===== config.mk =====
export PLATFORM = sky130hd
export DESIGN_NAME = load_store_unit
export DESIGN_NICKNAME = d
export VERILOG_FILES = /design/src/rtl/load_store_unit.sv
export SDC_FILE = /design/constraint.sdc
export NUM_CORES = 1
export LEC_CHECK = 0
export CAP_MARGIN = 10
export CORE_MARGIN = 8
export CORE_UTILIZATION = 47
export CTS_BUF_LIST = sky130_fd_sc_hd__clkbuf_2
export CTS_CLUSTER_SIZE = 28
export DETAILED_ROUTE_END_ITERATION = 6
export GPL_ROUTABILITY_DRIVEN = 1
export PLACE_DENSITY = 0.92
export SYNTH_ARGS = -nofsm -noshare
export SYNTH_HDL_FRONTEND = slang
export SYNTH_SLANG_ARGS = --single-unit

===== constraint.sdc =====
create_clock -name clk -period 3.9 [get_ports clk]
set_clock_uncertainty 0.15 [all_clocks]
set_input_delay 0.78 -clock clk [delete_from_list [all_inputs] [get_ports clk]]
set_output_delay 0.78 -clock clk [all_outputs]
set_load 0.01 [all_outputs]

===== src/rtl/load_store_unit.sv =====
// Data-memory initiator: one load/store at a time, registered response pulse.
// Optional LSU_SPLIT_EN turns misaligned half/word accesses into byte sequences.
module load_store_unit #(
  parameter int unsigned MEM_LATENCY = 1
) (
  input  logic        clk,
  input  logic        rst_n,
  input  logic        req_valid,
  output logic        req_ready,
  input  logic        req_we,
  input  logic [2:0]  req_funct3,
  input  logic [31:0] req_base,
  input  logic [11:0] req_offset,
  input  logic [31:0] req_wdata,
  output logic        resp_valid,
  output logic [31:0] resp_rdata,
  output logic        resp_err,
  output logic [31:0] mem_addr,
  output logic [11:0] mem_offset,
  output logic [31:0] mem_value,
  output logic [2:0]  mem_funct3,
  output logic        mem_read,
  output logic        mem_write,
  input  logic [31:0] mem_data
);

  typedef enum logic [2:0] {
    S_IDLE, S_ISSUE, S_WAIT, S_SPLIT,
    S_DRAIN, S_RESP, S_ERR
  } state_t;

  state_t      state_q, state_d;
  logic [1:0]  cnt_q;
  logic        r_we;
  logic [2:0]  r_f3;
  logic [31:0] r_base;
  logic [11:0] r_off;
  logic [31:0] r_wdata;
  logic [31:0] ea_c;
  logic        legal_c;
  logic        mis_c;
  logic        accept;

  assign accept    = (state_q == S_IDLE) && req_valid;
  assign req_ready = (state_q == S_IDLE) && rst_n;
  assign ea_c      = req_base + {{20{req_offset[11]}}, req_offset};

  always_comb begin
    legal_c = 1'b0;
    if (req_we)
      legal_c = req_funct3 inside {3'd0, 3'd1, 3'd2};
    else
      legal_c = req_funct3 inside {3'd0, 3'd1, 3'd2, 3'd4, 3'd5};
  end

  assign mis_c = ((req_funct3[1:0] == 2'b01) && ea_c[0])
              || ((req_funct3[1:0] == 2'b10) && (ea_c[1:0] != 2'b00));

  function automatic logic [31:0] ext_load(
    input logic [2:0]  f3,
    input logic [31:0] a
  );
    logic [31:0] r;
    r = a;
    if (f3 == 3'd1) r = {{16{a[15]}}, a[15:0]};
    if (f3 == 3'd5) r = {16'h0, a[15:0]};
    return r;
  endfunction

`ifdef LSU_SPLIT_EN
  logic [31:0] r_ea;
  logic [31:0] asm_q, asm_d;
  logic [1:0]  n_last;
  logic        split_rd;
  logic        drain_done;
  logic [MEM_LATENCY-1:0] sh_v;
  logic [1:0]  sh_k [MEM_LATENCY];
  localparam logic [MEM_LATENCY-1:0] TAIL =
    (MEM_LATENCY)'(1) << (MEM_LATENCY - 1);

  assign n_last     = (r_f3[1:0] == 2'b01) ? 2'd1 : 2'd3;
  assign split_rd   = (state_q == S_SPLIT) && !r_we;
  assign drain_done = (sh_v & ~TAIL) == '0;

  always_comb begin
    asm_d = asm_q;
    if (sh_v[MEM_LATENCY-1])
      asm_d[{sh_k[MEM_LATENCY-1], 3'b000} +: 8] = mem_data[7:0];
  end

  // byte reads return in order; tag each with its index
  always_ff @(posedge clk or negedge rst_n) begin
    if (!rst_n) begin
      sh_v  <= '0;
      asm_q <= '0;
      r_ea  <= '0;
      for (int i = 0; i < MEM_LATENCY; i++)
        sh_k[i] <= '0;
    end else begin
      sh_v[0] <= split_rd;
      sh_k[0] <= cnt_q;
      for (int i = 1; i < MEM_LATENCY; i++) begin
        sh_v[i] <= sh_v[i-1];
        sh_k[i] <= sh_k[i-1];
      end
      asm_q <= accept ? '0 : asm_d;
      if (accept) r_ea <= ea_c;
    end
  end
`else
  logic lint_unused;
  assign lint_unused = ^ea_c[31:2];
`endif

  always_ff @(posedge clk or negedge rst_n) begin
    if (!rst_n) state_q <= S_IDLE;
    else        state_q <= state_d;
  end

  always_comb begin
    state_d = state_q;
    unique case (state_q)
      S_IDLE: begin
        if (req_valid) begin
          if (!legal_c)
            state_d = S_ERR;
          else if (mis_c)
`ifdef LSU_SPLIT_EN
            state_d = S_SPLIT;
`else
            state_d = S_ERR;
`endif
          else
            state_d = S_ISSUE;
        end
      end
      S_ISSUE: state_d = r_we ? S_RESP : S_WAIT;
      S_WAIT:
        if (cnt_q == 2'(MEM_LATENCY - 1))
          state_d = S_RESP;
`ifdef LSU_SPLIT_EN
      S_SPLIT:
        if (cnt_q == n_last)
          state_d = r_we ? S_RESP : S_DRAIN;
      S_DRAIN:
        if (drain_done)
          state_d = S_RESP;
`endif
      S_RESP:  state_d = S_IDLE;
      S_ERR:   state_d = S_IDLE;
      default: state_d = S_IDLE;
    endcase
  end

  always_comb begin
    mem_addr   = '0;
    mem_offset = '0;
    mem_value  = '0;
    mem_funct3 = '0;
    mem_read   = 1'b0;
    mem_write  = 1'b0;
    if (state_q == S_ISSUE) begin
      mem_addr   = r_base;
      mem_offset = r_off;
      mem_value  = r_wdata;
      mem_funct3 = r_f3;
      mem_read   = !r_we;
      mem_write  = r_we;
    end
`ifdef LSU_SPLIT_EN
    if (state_q == S_SPLIT) begin
      mem_addr   = r_ea;
      mem_offset = {10'h0, cnt_q};
      mem_value  = {24'h0, r_wdata[{cnt_q, 3'b000} +: 8]};
      mem_funct3 = r_we ? 3'd0 : 3'd4;
      mem_read   = !r_we;
      mem_write  = r_we;
    end
`endif
  end

  always_ff @(posedge clk or negedge rst_n) begin
    if (!rst_n) begin
      cnt_q      <= '0;
      r_we       <= 1'b0;
      r_f3       <= '0;
      r_base     <= '0;
      r_off      <= '0;
      r_wdata    <= '0;
      resp_valid <= 1'b0;
      resp_err   <= 1'b0;
      resp_rdata <= '0;
    end else begin
      cnt_q <= (state_d != state_q) ? 2'd0 : cnt_q + 2'd1;
      if (accept) begin
        r_we    <= req_we;
        r_f3    <= req_funct3;
        r_base  <= req_base;
        r_off   <= req_offset;
        r_wdata <= req_wdata;
      end
      resp_valid <= (state_d == S_RESP) || (state_d == S_ERR);
      resp_err   <= (state_d == S_ERR);
      resp_rdata <= '0;
      if (state_q == S_WAIT && state_d == S_RESP)
        resp_rdata <= mem_data;
`ifdef LSU_SPLIT_EN
      if (state_q == S_DRAIN && state_d == S_RESP)
        resp_rdata <= ext_load(r_f3, asm_d);
`endif
    end
  end

endmodule


==> qor.yml <==
die:
  die_h_um: 121
  die_w_um: 121
  dieArea_mm2: 0.0147
  pin_count: 231
  core_mm2: 0.0108
  rows: 38
  start_util: 0.482
timing:
  max_slew.worst_pin.slew_ns: 0.883
  setup_viol: 0
  fmax_ghz: 0.281
  rsz0062_at_grt: "no"
  relSlewSlack: 0.411
  tns_ns: 0
  report.final.slew_viol_count: 0
  fin_crit_sh: 0.912
  hold_viol_final: 0
  period_needed_ns: 3.56
routing:
  drt-pass1-iter-count: 4
  drc: 0
  route.vias.total: 3648
  drtIter0Drc: 166
  ant_nets: 0
  vias_per_cell: 4.88
  totalWireLength_mm: 14.5
  routedWlPerCell_um: 19.4
power_and_ir_drop:
  ir_drop_mv: 0.406
  power.internal_uw: 3420
  power_uw: 4930
  power_density_mw_per_mm2: 629
  p_leak_uw: 0.00362
  p_clk_frac: 0.150
  seq_power_share: 0.412
  net-switching-power_uw: 1510
  power.share.combinational: 0.438
  swShare: 0.305
logic_synthesis:
  yosysTopAreaCell: "dfrtp_1"
  yosysSeqAreaShare: 0.570
  syn_nets: 477
  synth_top_area_share: 0.570
  synth_cell_types: 24
  syn_inst: 360
  ys_top_cells_by_area: "dfrtp_1, mux2_4, and2_1, buf_6, clkbuf_1"
  syn-cell-area_mm2: 0.00522
  synth.avg_cell_area_um2: 14.5
  yosys_register_bits: 119
  ys_warn_count: 0
setup_path:
  worstSetupPathType: "reg -> out"
  reg2reg_from: "state_q[2]$_DFF_PN0_"
  worstSetupEndpointType: "primary output"
  cp-start-kind: "flip-flop"
  crit_chain: "nand2b_1 -> nor2_4 -> buf_4 -> and2_1 -> clkdlybuf4s50_1"
  cp_top_family: "buffers and inverters"
  arrival_ns: 2.63
  startpoint: "state_q[0]$_DFF_PN0_"
  crit_fanout: 47
  cp.required_ns: 2.97
  max_stage_delay_ns: 0.56
  crit_buf_inv: 2
  critPathSlowestCell: "dfrtp_1"
place:
  dpl_cell_area_mm2: 0.00762
  gp_congestion: 0.737
  dp_hpwl_mm: 11.0
  port-buffer-count: 230
  dp_cells: 715
global_routing:
  grt_util_all_layers: 0.200
  grt_pass1_vias: 4185
  grt_max_degree: 71
  grt_pass1_wl_mm: 22.8
  globalRoute.totalOverflow: 0
  antenna_found_initial: 0
layout:
  post-route-util: 0.723
  nFillCells: 746
  drive_gt1_frac: 0.201
  nets: 711
  area_growth_pct: 50.1
  design_area_mm2: 0.00784
  finalNonFillerCells: 747
  n_antenna_cell: 0
cts:
  cts_tree: "done"
  clock_sinks: 119
  ctsHoldBuffers: 0
  clock_latency_ns: 0.60
  cts_root_buf: "clkbuf_2"
  ctsResizeCount: 0
  clkSlewWorstSetupHoldPaths_ns: 0.17
  h-tree-depth: 4
  cts_buffers: 17
  cts_buffer_depth: 2
  post_cts_buffers: 0
run:
  maxCapViolCount: 0
hold_path:
  hold_path.class: "in -> async"
status:
  outcome: "complete, no violations"
-- cells in the mapped netlist --
| cell | n |
|---|---|
| dfrtp_1 | 119 |
| and2_1 | 111 |
| mux2_4 | 79 |
| clkbuf_1 | 12 |
| buf_6 | 8 |
| inv_1 | 4 |
| nor3_1 | 4 |
| o21bai_1 | 3 |
| ha_1 | 2 |
| nand2b_1 | 2 |
| nor4b_1 | 2 |
| o22a_1 | 2 |
| a211oi_2 | 1 |
| a21oi_1 | 1 |
| a221oi_1 | 1 |
| buf_2 | 1 |
| mux2_2 | 1 |
| nand2_1 | 1 |
| nor2_1 | 1 |
| nor4_1 | 1 |
| o21ai_0 | 1 |
| o22ai_1 | 1 |
| or4b_1 | 1 |
| xnor3_1 | 1 |
-- cell families after synthesis --
group                    share of synthesized area
flip-flops                                   0.570
XOR/XNOR                                   0.00431
adder cells (fa/ha/maj)                    0.00479
buffers and inverters                       0.0297
AND/OR/NAND/NOR                              0.147
multiplexers                                 0.229
AO/OA/AOI/OAI                               0.0148
-- power by group through the flow --
stage | Sequential (uW) | Clock [uW] | Combinational [uW]
4_1_cts | 2020 | 766 | 2190
2_1_floorplan | 1960 | 0 | 1380
6_report | 2030 | 737 | 2160
3_5_place_dp | 2040 | 0 | 2180
3_3_place_gp | 2010 | 0 | 2100
5_1_grt | 2090 | 827 | 2310
-- final cells by class --
type	count	area [um^2]	area share
timing repair buffer	236	2340	0.299
multi-input combinational	216	2110	0.270
inverter	4	15.0	0.00192
clock inverter	11	108	0.0137
tap	140	175	0.0223
sequential	119	2980	0.380
clock buffer	21	105	0.0134
-- registers in the layout, summed over array words and instances (netlist names) --
name	flops
r_base	32
r_wdata	32
resp_rdata	32
r_off	12
r_f3	3
state_q	3
cnt_q	2
r_we	1
resp_err	1
resp_valid	1
-- path summary, 6_finish.rpt --
path	end	slack [ns]	cells past startpoint
worst max-delay path	mem_funct3[1]	0.34	5
worst min-delay path	r_wdata[27]$_DFFE_PN0P_	0.15	2
worst max register to register	r_wdata[13]$_DFFE_PN0P_	1.28	3
worst min register to register	cnt_q[0]$_DFF_PN0_	0.29	1
max in group asynchronous	state_q[1]$_DFF_PN0_	2.15	3
min in group clk	cnt_q[0]$_DFF_PN0_	0.29	1
-- layer usage --
layer / routed length (um) / GRT usage
met4: 383 / 0.0864
met2: 7370 / 0.337
met3: 1270 / 0.0852
met1: 5480 / 0.215
met5: 0 / 0
-- cells in the final DEF (no fill, tap or decap) --
cell / netlist / final
clkdlybuf4s50_1: 0 / 229
dfrtp_1: 119 / 119
and2_1: 111 / 111
mux2_4: 79 / 79
clkbuf_2: 0 / 21
clkinv_2: 0 / 7
buf_4: 0 / 7
inv_1: 4 / 4
nor3_1: 4 / 3
o21bai_1: 3 / 3
nand2b_1: 2 / 2
o22a_1: 2 / 2
nor4b_1: 2 / 2
ha_1: 2 / 2
bufinv_16: 0 / 2
nand2_1: 1 / 1
or4b_4: 0 / 1
xnor3_1: 1 / 1
a221oi_1: 1 / 1
a21oi_1: 1 / 1
o22ai_1: 1 / 1
a211oi_2: 1 / 1
nor3_4: 0 / 1
nor2_4: 0 / 1
o21ai_0: 1 / 1
nor4_1: 1 / 1
mux2_2: 1 / 1
clkinv_1: 0 / 1
clkinv_4: 0 / 1
-- worst reg2reg max path, cell delays in order, from the launching register on --
cell and delay [ns]:
dfrtp_1 0.67, or4b_4 0.81, buf_4 0.54, mux2_4 0.34
-- through the flow --
stage,setup WS (ns),hold slack [ns]
finish,0.344,0.151
global route,0.0345,0.0776
CTS,0.295,0.0939
detailed placement,0.710,0.276
global placement,0.779,0.270
floorplan,1.49,0.259
(Power assumes the default switching activity.)
